`src/rtl/mem_pkg.sv`:
```
// Shared definitions for the load/store bus interface: access size codes,
// FSM state encoding, byte-enable constants and store-side helpers.
package mem_pkg;

  localparam logic [2:0] F3_B  = 3'b000;
  localparam logic [2:0] F3_H  = 3'b001;
  localparam logic [2:0] F3_W  = 3'b010;
  localparam logic [2:0] F3_BU = 3'b100;
  localparam logic [2:0] F3_HU = 3'b101;

  localparam logic [3:0] BE_NONE    = 4'b0000;
  localparam logic [3:0] BE_ALL     = 4'b1111;
  localparam logic [3:0] BE_BYTE0   = 4'b0001;
  localparam logic [3:0] BE_HALF_LO = 4'b0011;
  localparam logic [3:0] BE_HALF_HI = 4'b1100;

  typedef enum logic [1:0] {
    ST_IDLE = 2'd0,
    ST_BUS  = 2'd1,
    ST_DONE = 2'd2
  } lsu_state_e;

  // A request is legal when it is one direction only, uses a defined size
  // code (unsigned codes are loads only) and is naturally aligned.
  function automatic logic access_legal(input logic rd, input logic wr,
                                        input logic [2:0] f3,
                                        input logic [1:0] a);
    logic ok;
    ok = 1'b0;
    case (f3)
      F3_B, F3_BU: ok = 1'b1;
      F3_H, F3_HU: ok = ~a[0];
      F3_W:        ok = (a == 2'b00);
      default:     ok = 1'b0;
    endcase
    if (wr && f3[2]) ok = 1'b0;
    if (rd && wr)    ok = 1'b0;
    return ok;
  endfunction

  function automatic logic [3:0] store_be(input logic [2:0] f3, input logic [1:0] a);
    logic [3:0] be;
    case (f3[1:0])
      2'b00:   be = BE_BYTE0 << a;
      2'b01:   be = a[1] ? BE_HALF_HI : BE_HALF_LO;
      default: be = BE_ALL;
    endcase
    return be;
  endfunction

  function automatic logic [31:0] store_wdata(input logic [2:0] f3, input logic [31:0] data);
    logic [31:0] w;
    case (f3[1:0])
      2'b00:   w = {4{data[7:0]}};
      2'b01:   w = {2{data[15:0]}};
      default: w = data;
    endcase
    return w;
  endfunction

endpackage

```
`src/rtl/load_extend.sv`:
```
// Combinational load formatter: selects the addressed byte/halfword lane of a
// bus word and sign- or zero-extends it to 32 bits.
module load_extend
  import mem_pkg::*;
(
  input  logic [2:0]  func3,
  input  logic [1:0]  byte_off,
  input  logic [31:0] word,
  output logic [31:0] data
);

  logic [7:0]  lanes [4];
  logic [7:0]  byte_lane;
  logic [15:0] half_lane;

  for (genvar gi = 0; gi < 4; gi++) begin : g_lane
    assign lanes[gi] = word[8*gi +: 8];
  end

  always_comb begin
    byte_lane = lanes[byte_off];
    half_lane = byte_off[1] ? word[31:16] : word[15:0];
    case (func3)
      F3_B:    data = {{24{byte_lane[7]}}, byte_lane};
      F3_BU:   data = {24'h0, byte_lane};
      F3_H:    data = {{16{half_lane[15]}}, half_lane};
      F3_HU:   data = {16'h0, half_lane};
      default: data = word;
    endcase
  end

endmodule

```
`src/rtl/lsu_bus_if.sv`:
```
// Load/store unit bus interface: turns one datapath memory instruction into a
// single word-aligned bus transaction with a bounded wait and stall control.
module lsu_bus_if
  import mem_pkg::*;
#(
  parameter int TIMEOUT = 255
) (
  input  logic        clk,
  input  logic        rst_n,
  input  logic        mem_read,
  input  logic        mem_write,
  input  logic [2:0]  func3,
  input  logic [31:0] addr,
  input  logic [31:0] wr_mem_data,
  output logic [31:0] rd_mem_data,
  output logic        stall,
  output logic        misalign,
  output logic        bus_err,
  output logic        bus_req,
  output logic        bus_we,
  output logic [31:0] bus_addr,
  output logic [3:0]  bus_be,
  output logic [31:0] bus_wdata,
  input  logic        bus_ack,
  input  logic [31:0] bus_rdata
);

  localparam int CNT_W = $clog2(TIMEOUT + 1);
  localparam logic [CNT_W-1:0] CNT_LAST = CNT_W'(TIMEOUT - 1);

  lsu_state_e       state_reg, state_next;
  logic [CNT_W-1:0] wait_cnt_reg, wait_cnt_next;
  logic [2:0]       func3_reg;
  logic [1:0]       off_reg;

  logic        req_valid;
  logic        req_legal;
  logic        issue;
  logic        ack_seen;
  logic        timeout;
  logic [31:0] load_data;

  assign req_valid = mem_read | mem_write;
  assign req_legal = access_legal(mem_read, mem_write, func3, addr[1:0]);
  assign issue     = (state_reg == ST_IDLE) && req_valid && req_legal;
  assign ack_seen  = (state_reg == ST_BUS) && bus_ack;
  // The final unacknowledged cycle is the one whose count would reach TIMEOUT.
  assign timeout   = (state_reg == ST_BUS) && !bus_ack && (wait_cnt_reg == CNT_LAST);

  load_extend u_load_extend (
    .func3    (func3_reg),
    .byte_off (off_reg),
    .word     (bus_rdata),
    .data     (load_data)
  );

  always_ff @(posedge clk or negedge rst_n) begin
    if (!rst_n) begin
      state_reg    <= ST_IDLE;
      wait_cnt_reg <= '0;
    end else begin
      state_reg    <= state_next;
      wait_cnt_reg <= wait_cnt_next;
    end
  end

  always_comb begin
    state_next    = state_reg;
    wait_cnt_next = wait_cnt_reg;
    case (state_reg)
      ST_IDLE: begin
        wait_cnt_next = '0;
        if (issue) state_next = ST_BUS;
      end
      ST_BUS: begin
        if (bus_ack || timeout) state_next = ST_DONE;
        else                    wait_cnt_next = wait_cnt_reg + 1'b1;
      end
      ST_DONE: state_next = ST_IDLE;
      default: state_next = ST_IDLE;
    endcase
  end

  // Held low during reset even though the instruction inputs may still be live.
  always_comb begin
    stall    = rst_n && (issue || (state_reg == ST_BUS));
    misalign = rst_n && (state_reg == ST_IDLE) && req_valid && !req_legal;
  end

  always_ff @(posedge clk or negedge rst_n) begin
    if (!rst_n) begin
      bus_req     <= 1'b0;
      bus_we      <= 1'b0;
      bus_be      <= BE_NONE;
      bus_addr    <= '0;
      bus_wdata   <= '0;
      rd_mem_data <= '0;
      bus_err     <= 1'b0;
      func3_reg   <= F3_B;
      off_reg     <= 2'b00;
    end else begin
      bus_err <= 1'b0;
      if (issue) begin
        bus_req   <= 1'b1;
        bus_we    <= mem_write;
        bus_addr  <= {addr[31:2], 2'b00};
        bus_be    <= mem_write ? store_be(func3, addr[1:0]) : BE_ALL;
        bus_wdata <= mem_write ? store_wdata(func3, wr_mem_data) : '0;
        func3_reg <= func3;
        off_reg   <= addr[1:0];
      end
      if (ack_seen) begin
        bus_req <= 1'b0;
        if (!bus_we) rd_mem_data <= load_data;
      end else if (timeout) begin
        bus_req     <= 1'b0;
        bus_err     <= 1'b1;
        rd_mem_data <= '0;
      end
    end
  end

endmodule

```
`config.mk`:
```
export PLATFORM = sky130hd
export DESIGN_NAME = lsu_bus_if
export DESIGN_NICKNAME = d
export VERILOG_FILES = /design/src/rtl/mem_pkg.sv /design/src/rtl/load_extend.sv /design/src/rtl/lsu_bus_if.sv
export SDC_FILE = /design/constraint.sdc
export NUM_CORES = 1
export LEC_CHECK = 0
export ABC_AREA = 0
export CORE_MARGIN = 4
export CORE_UTILIZATION = 45
export CTS_CLUSTER_SIZE = 24
export DETAILED_ROUTE_END_ITERATION = 6
export GPL_TIMING_DRIVEN = 0
export PLACE_DENSITY = 0.81
export SLEW_MARGIN = 25
export SYNTH_ARGS = -nofsm -noshare
export SYNTH_HDL_FRONTEND = slang
export SYNTH_HIERARCHICAL = 1
export SYNTH_SLANG_ARGS = --single-unit
```
`constraint.sdc`:
```
create_clock -name clk -period 2.5 [get_ports clk]
set_input_delay 0.25 -clock clk [delete_from_list [all_inputs] [get_ports clk]]
set_output_delay 0.25 -clock clk [all_outputs]
set_load 0.02 [all_outputs]
```
# After elaboration in Yosys (flattened, before gate mapping)
# Index checks and enable logic that the tools add are counted.
# totals
regBits	116
out_inout_bits	105
word_cells	85
# classes
n_addsub	1
order_cmp	1
eq_ne	14
n_shift	1
muxes	26
bitwise	3
reduce_logical	28
# ops
operator	count
$mux 32	4
$pmux 32 s4	1
$pmux 32 s2	1
$mux 8	3
$bmux 8 s2	1
$mux 16	1
$pmux 8 s2	1
$eq 3x3->1 const B	4
$logic_and 1x1->1	11
$add 8x1->8 const B	1
$eq 8x8->1 const B	1
$mux 4	2
$pmux 4 s2	1
$mux 1	7
$eq 3x1->1 const B	2
$logic_not 2->1	3
$logic_not 3->1	2
$ne 2x2->1 const B	3
$reduce_and 2->1	3
$eq 2x1->1 const B	2
$mux 2	2
$pmux 2 s2	1
$reduce_bool 2->1	2
$reduce_or 2->1	2
11 further kinds	13

# Longest topological paths before layout
# Gate-level depths: netlist (run 1).
# depth
ltp_word	9
mapped_depth	7
mapped_depth_nobuf	6

# Modules after synthesis
# The synthesis (run 1) kept the hierarchy.
# modules_own_cells
mod	n_inst	cells_each	area_per_inst_um2	seq_area_each_um2
lsu_bus_if	1	421	5081.1	2902.8
load_extend	1	109	628.1	0.0

# Worst setup path before layout (run 1)
# No wires, ideal clock.
# synth_timing
path_kind	input -> output
startpoint	input func3[1]
endpoint	output misalign
arrival_ps	1562
required_ps	2250
path_slack_ps	688
path_stages	5
n_path_buf	2
cell_sequence	buf_2 -> o31ai_1 -> nand3_1 -> clkbuf_1 -> nor3b_1
# synth_via
elab_chain_cells	7
# synth_lines
item	line_no	rtl
start, declared	lsu_bus_if.sv:12	input logic [2:0] func3,
$eq 3x1->1 (tied with other cells)	mem_pkg.sv:30	case (f3)
$reduce_or 2->1	mem_pkg.sv:30	
$pmux 1 s3 (*)	mem_pkg.sv:30	
$mux 1 (*)	mem_pkg.sv:36	if (wr && f3[2]) ok = 1'b0;
$mux 1 (*)	mem_pkg.sv:37	if (rd && wr) ok = 1'b0;
$logic_not 1->1 (*)	lsu_bus_if.sv:87	misalign = rst_n && (state_reg == ST_IDLE) && req_valid && !req_legal;
$logic_and 1x1->1 (*)	lsu_bus_if.sv:87	
end, declared	lsu_bus_if.sv:17	output logic misalign,
# Every way passes the cells marked *; elsewhere a longest branch is shown, timed or not.

# Final worst setup path (run 1)
# layout_timing
startpoint	input addr[1]
endpoint	output stall
# layout_via
elab_chain_cells	7
# layout_lines
item	line_no	rtl
start, declared	lsu_bus_if.sv:13	input logic [31:0] addr,
$logic_not 2->1	mem_pkg.sv:33	F3_W: ok = (a == 2'b00);
$pmux 1 s3	mem_pkg.sv:30	
$mux 1	mem_pkg.sv:36	
$mux 1	mem_pkg.sv:37	
$logic_and 1x1->1	lsu_bus_if.sv:45	assign issue = (state_reg == ST_IDLE) && req_valid && req_legal;
$logic_or 1x1->1	lsu_bus_if.sv:86	stall = rst_n && (issue || (state_reg == ST_BUS));
$logic_and 1x1->1	lsu_bus_if.sv:86	
end, declared	lsu_bus_if.sv:16	output logic stall,
# No other way between the ends.

==> impl_metrics.tcl, run 1 <==
set metrics [dict create \
    status "complete, but fails checks" \
    violations "design-rule violations" \
    setup.worst_path.start "addr[1]" \
    vias 5290 \
    hold_path_class "primary input to register" \
    place.gp.congestion 0.907 \
    grt_usage_pct 25.4 \
    drc 1 \
    cp.required_ns 2.25 \
    grt_overflow_total 0 \
    ys_ff_latch 116 \
    place_hpwl_mm 13.6 \
    fin_crit_ns 2.29 \
    grt_pass1_wl_mm 29.0 \
    start_util_pct 46.8 \
    dieArea_mm2 0.0146 \
    arrival_ns 2.04 \
    fill_cells 946 \
    cp_max_fo 10 \
    cts_buffer_depth 2 \
    drt_iter0_markers 410 \
    routed_wirelength_mm 18.1 \
    grt_pass1_vias 5393 \
    firstDrtPassIters 7 \
    nets 863 \
    io_pins 209 \
    chipHeight_um 121 \
    clk_pin_slew_ns 0.05 \
    yosysUniqueCellTypes 47 \
    rsz0062_at_grt "false" \
    fmax_mhz 436 \
    p_leak_nw 3.69 \
    routed_via_density 5.65 \
    cts_num_sinks 116 \
    cts_buffers 17 \
    powerDensity_mw_per_mm2 990 \
    n_antenna_cell 0 \
    layout.cells.non_filler 937 \
    htreeDepth 4 \
    layout.cell_area.non_filler_mm2 0.00855 \
    ctsRootBufferMaster "clkbuf_16" \
    rr_startpoint "off_reg[0]$_DFFE_PN0P_" \
    top_regs "bus_wdata: 32 flops, rd_mem_data: 32 flops, bus_addr: 30 flops" \
    drive_above_1_share_pct 10.5 \
    yosys_warnings 6 \
    insertion_delay_ns 0.41 \
    cts_tree "done" \
    relSlewSlack_pct 60.8 \
    fp.coreArea_mm2 0.0122 \
    synthesis.area_mm2 0.00571 \
    portBuffers 204 \
    drv_cap 0 \
    setup_violations 0 \
    rows 40 \
    fp.dieW_um 121 \
    place_area_mm2 0.00799 \
    critPathLaunchType "primary input" \
    clock_skew_ns 0.00767 \
    endpoint_kind "output port" \
    ant_nets 0 \
    hp-start "mem_write" \
    antenna_found_initial 0 \
    tightest_slew_ns 0.586 \
    postSynthAreaPerCell_um2 10.8 \
    max-vdd-ir-drop_v 0.000590 \
    synth_seq_area_share_pct 50.8 \
    synth_cells 530 \
    dpl.cell_count 904 \
    register_area_mm2 0.00290 \
    timing.setup.tns_ns 0 \
    area_growth_syn_to_layout_pct 49.8 \
    routedWlPerCell_um 19.3 \
    multiInputGateArea_mm2 0.00259 \
    finalHoldViolations 0 \
    fin_hold_ws_ns 0.385 \
    finalPower_mw 8.46 \
    post-route-period-util_pct 91.7 \
    finalMaxSlewViolations 0 \
    path_class "primary input to output port" \
    grt_max_degree 61 \
]
## critical path: stages
cell and delay (ns):
clkdlybuf4s50_1 0.49, o31ai_2 0.26, nand3_2 0.20, nor2_4 0.16
buf_6 0.17, o21a_1 0.16, dlygate4sd2_1 0.34
## through the flow
stage | setup slack, ns | utilization (%)
floorplan | 0.688 | -
global placement | -3.35 | 65.2
detailed placement | -0.293 | 65.5
CTS | 0.146 | 70.0
global route | 0.0730 | 70.0
finish | 0.208 | 70.0
## layout by cell type, fill, tap and decap left out, types with 14 or more instances in the layout
cell type,synthesis,layout
o31ai_1,27,26
clkdlybuf4s50_1,0,201
o21ai_0,31,31
clkbuf_16,0,17
o21ai_1,26,26
clkbuf_1,21,24
nand2_1,86,86
mux2_1,48,48
dfrtp_1,116,116
mux2i_1,14,14
a22o_1,32,32
## repair_timing
item | 4_1_cts | 5_1_grt
endpoints found under the setup margin | 2 | 1
pin swaps | 1 | 0
setup buffers | 1 | 0
endpoints found under the hold margin | 56 | 0
resized for setup | 7 | 1
hold buffers | 1 | 0
## routing by layer
metal | up-vias | share of wire, % | global-route usage [%]
li1 | 2369 | - | -
met1 | 2550 | 41 | 32.2
met2 | 321 | 47 | 39.5
met3 | 50 | 9.8 | 8.93
met4 | 0 | 2.6 | 10.5
met5 | - | 0 | 0
## layout make-up
cell class | instances | area share (%)
inverter | 4 | 0.176
clock buffer | 26 | 5.84
buffer | 42 | 2.68
timing repair buffer | 207 | 24.4
tap | 168 | 2.46
sequential | 116 | 33.9
multi-input combinational | 369 | 30.2
clock inverter | 5 | 0.293
## final timing paths
kind | end | slack, ns | cells past startpoint
setup reg to reg | rd_mem_data[31]$_DFFE_PN0P_ | 0.47 | 6
setup / recovery | stall | 0.21 | 7
max in group asynchronous | bus_addr[16]$_DFFE_PN0P_ | 1.42 | 3
hold / removal | bus_wdata[11]$_DFFE_PN0P_ | 0.38 | 3
hold reg to reg | bus_addr[18]$_DFFE_PN0P_ | 0.48 | 1
min in group asynchronous | bus_addr[29]$_DFFE_PN0P_ | 0.39 | 2
## where the power goes
group | switching (mW) | internal (mW)
clock network | 0.800 | 1.35
registers | 0.363 | 2.45
logic | 1.80 | 1.70
total | 2.96 | 5.50
## kinds of logic (layout without fill, tap and decap cells)
group | Yosys count | after routing | share of synthesized area (%)
buf+inv | 46 | 284 | 4.23
other cells | 1 | 2 | 0.0657
flops | 116 | 116 | 50.8
simple gates | 134 | 134 | 10.8
mux | 76 | 76 | 14.9
fa+ha+maj | 2 | 2 | 0.438
compound gates | 153 | 153 | 18.4
xor+xnor | 2 | 2 | 0.307
## Yosys cell counts, drive strengths merged
cell type / count / area share (%)
a21boi: 8 / 1.1
a21oi: 6 / 0.53
a22o: 32 / 4.9
a22oi: 8 / 1.1
a31o: 1 / 0.15
and2: 1 / 0.11
and3: 1 / 0.11
and3b: 1 / 0.15
and4: 1 / 0.15
buf: 21 / 2.6
clkbuf: 21 / 1.4
conb: 1 / 0.066
dfrtp: 116 / 51
ha: 2 / 0.44
inv: 4 / 0.26
mux2: 61 / 12
mux2i: 14 / 2.5
mux4: 1 / 0.39
nand2: 88 / 5.9
nand2b: 2 / 0.22
nand3: 6 / 0.53
nand3b: 1 / 0.13
nand4: 3 / 0.33
nor2: 15 / 1.1
nor2b: 7 / 0.77
nor3: 1 / 0.088
nor3b: 5 / 1.0
o211ai: 5 / 0.66
o21a: 2 / 0.26
o21ai: 59 / 5.3
o21ba: 1 / 0.18
o21bai: 2 / 0.46
o311ai: 1 / 0.15
o31ai: 27 / 3.6
o32ai: 1 / 0.15
or2: 2 / 0.22
xor2: 2 / 0.31
Power figures use the tool's default switching activity.
==> run 2, diff against run 1 <==
--- a/config.mk
+++ b/config.mk
@@ -7,12 +7,10 @@
 export LEC_CHECK = 0
 export ABC_AREA = 0
 export CORE_MARGIN = 4
-export CORE_UTILIZATION = 45
+export CORE_UTILIZATION = 25
 export CTS_CLUSTER_SIZE = 24
 export DETAILED_ROUTE_END_ITERATION = 6
 export GPL_TIMING_DRIVEN = 0
-export PLACE_DENSITY = 0.81
-export SLEW_MARGIN = 25
 export SYNTH_ARGS = -nofsm -noshare
 export SYNTH_HDL_FRONTEND = slang
 export SYNTH_HIERARCHICAL = 1
==> impl_metrics.tcl, run 2 (synthesized netlist as in run 1, its figures left out) <==
set metrics [dict create \
    status "finished clean" \
    cp_max_fo 10 \
    critPathLaunchType "register" \
    grt_max_degree 63 \
    drc 0 \
    powerDensity_mw_per_mm2 1010 \
    fill_cells 2204 \
    htreeDepth 4 \
    p_comb_share_pct 38.9 \
    rows 55 \
    grt_overflow_total 0 \
    routedWlPerCell_um 17.9 \
    drive_above_1_share_pct 10.8 \
    place_hpwl_mm 14.2 \
    post-route-period-util_pct 93.4 \
    top_regs "bus_wdata: 32 flops, rd_mem_data: 32 flops, bus_addr: 30 flops" \
    cts_buffer_depth 2 \
    pwr-share-clk_pct 29.7 \
    final_common_cell "clkdlybuf4s50_1" \
    chipHeight_um 159 \
    drt_iter0_markers 259 \
    nets 863 \
    endpoint_kind "output port" \
    grt_pass1_vias 5210 \
    grt_pass1_wl_mm 30.7 \
    ant_nets 0 \
    setup_violations 0 \
    cts_tree "done" \
    start_util_pct 25.3 \
    area_growth_syn_to_layout_pct 54.4 \
    fp.coreArea_mm2 0.0226 \
    internal-power_mw 5.90 \
    swShare_pct 34.0 \
    clk_pin_slew_ns 0.06 \
    relSlewSlack_pct 60.1 \
    grt_use_met2_pct 23.1 \
    seqPwrFrac_pct 31.4 \
    n_antenna_cell 0 \
    grt_usage_pct 15.2 \
    switching_power_mw 3.04 \
    routed_via_density 4.73 \
    tightest_slew_ns 0.597 \
    io_pins 209 \
    use_met3_pct 4.58 \
    hold_path_class "primary input to asynchronous set/reset pin" \
    max-vdd-ir-drop_v 0.000416 \
    fin_hold_ws_ns 0.311 \
    cts_num_sinks 116 \
    insertion_delay_ns 0.41 \
    vias 4992 \
    antenna_found_initial 0 \
    fin_crit_ns 2.33 \
    met1_usage_pct 21.0 \
    busiest_layer "met2" \
    cp.required_ns 2.25 \
    drv_cap 0 \
    fp.dieW_um 159 \
    ctsRootBufferMaster "clkbuf_16" \
    cts_buffers 17 \
    timing.setup.tns_ns 0 \
    portBuffers 204 \
    fmax_mhz 428 \
    finalMaxSlewViolations 0 \
    arrival_ns 2.08 \
    firstDrtPassIters 5 \
    place.gp.congestion 0.837 \
    clock_skew_ns 0.0126 \
    path_class "register to output port" \
    finalHoldViolations 0 \
    p_leak_nw 3.74 \
    final_cell_mix "201 x clkdlybuf4s50_1, 116 x dfrtp_1, 86 x nand2_1" \
    dieArea_mm2 0.0253 \
    routed_wirelength_mm 18.9 \
]
run 2: cell count changes in the layout (fill, tap and decap cells not counted):
| cell | previous run | this run |
|---|---|---|
| clkinv_2 | 5 | 2 |
| buf_12 | 0 | 1 |
| clkbuf_1 | 24 | 23 |
| clkbuf_8 | 4 | 3 |
| buf_6 | 7 | 6 |
| clkinv_4 | 0 | 2 |
| bufinv_16 | 0 | 4 |
run 2: area by class of cell:
cell class	count	area [um^2]	area share [%]
Sequential cell	116	2900	32.9
Multi-Input combinational cell	369	2590	29.3
Inverter	4	15.0	0.170
Clock buffer	24	482	5.47
Buffer	42	229	2.60
Timing Repair Buffer	207	2090	23.8
Tap cell	285	357	4.05
Clock inverter	8	148	1.68
run 2: stage by stage:
stage	power, mW	setup WS (ns)	instance area [um^2]	instances	utilization [%]
floorplan	4.57	0.688	5710	531	-
global placement	6.30	-3.84	8110	1020	35.9
detailed placement	6.33	-0.352	8140	1021	36.1
CTS	9.05	0.0225	8800	1055	39.0
global route	9.43	-0.0110	8810	1055	39.0
finish	8.94	0.165	8810	1055	39.0
run 2: final timing paths:
path	start	endpoint	slack, ns	depth (start not counted)
min in group clk	mem_write	bus_wdata[12]$_DFFE_PN0P_	0.38	3
max	state_reg[0]$_DFFE_PN0P_	misalign	0.17	5
min	rst_n	bus_wdata[20]$_DFFE_PN0P_	0.31	2
min reg2reg	bus_addr[10]$_DFFE_PN0P_	bus_addr[10]$_DFFE_PN0P_	0.48	1
max reg2reg	off_reg[0]$_DFFE_PN0P_	rd_mem_data[31]$_DFFE_PN0P_	0.46	6
max in group asynchronous	rst_n	rd_mem_data[23]$_DFFE_PN0P_	1.55	3
run 2: power groups by stage:
| stage | Combinational (mW) | Clock, mW | Sequential [mW] |
|---|---|---|---|
| 4_1_cts | 3.51 | 2.72 | 2.81 |
| 5_1_grt | 3.73 | 2.82 | 2.88 |
| 6_report | 3.48 | 2.66 | 2.80 |
| 3_3_place_gp | 3.47 | 0 | 2.83 |
| 2_1_floorplan | 1.13 | 0 | 3.43 |
| 3_5_place_dp | 3.49 | 0 | 2.83 |
run 2: per-layer routing:
metal,up-vias,share of wire [%]
met1,2434,47
met3,18,5.9
li1,2369,-
met4,0,1.6
met2,171,46
met5,-,0
run 2: what timing repair did:
item	in CTS	in global routing
gates resized for setup	8	3
pin swaps	1	0
cloned	0	0
buffers inserted	1	0
hold buffers	1	0
endpoints found under the setup margin	2	1
endpoints found under the hold margin	55	0
run 2: worst max-delay path, cell delays in order, from the launching register on:
cell and delay (ns):
dfrtp_1 0.43, nor2_4 0.22, o21ai_2 0.16, clkbuf_2 0.25, nor3b_1 0.26, dlygate4sd2_1 0.37
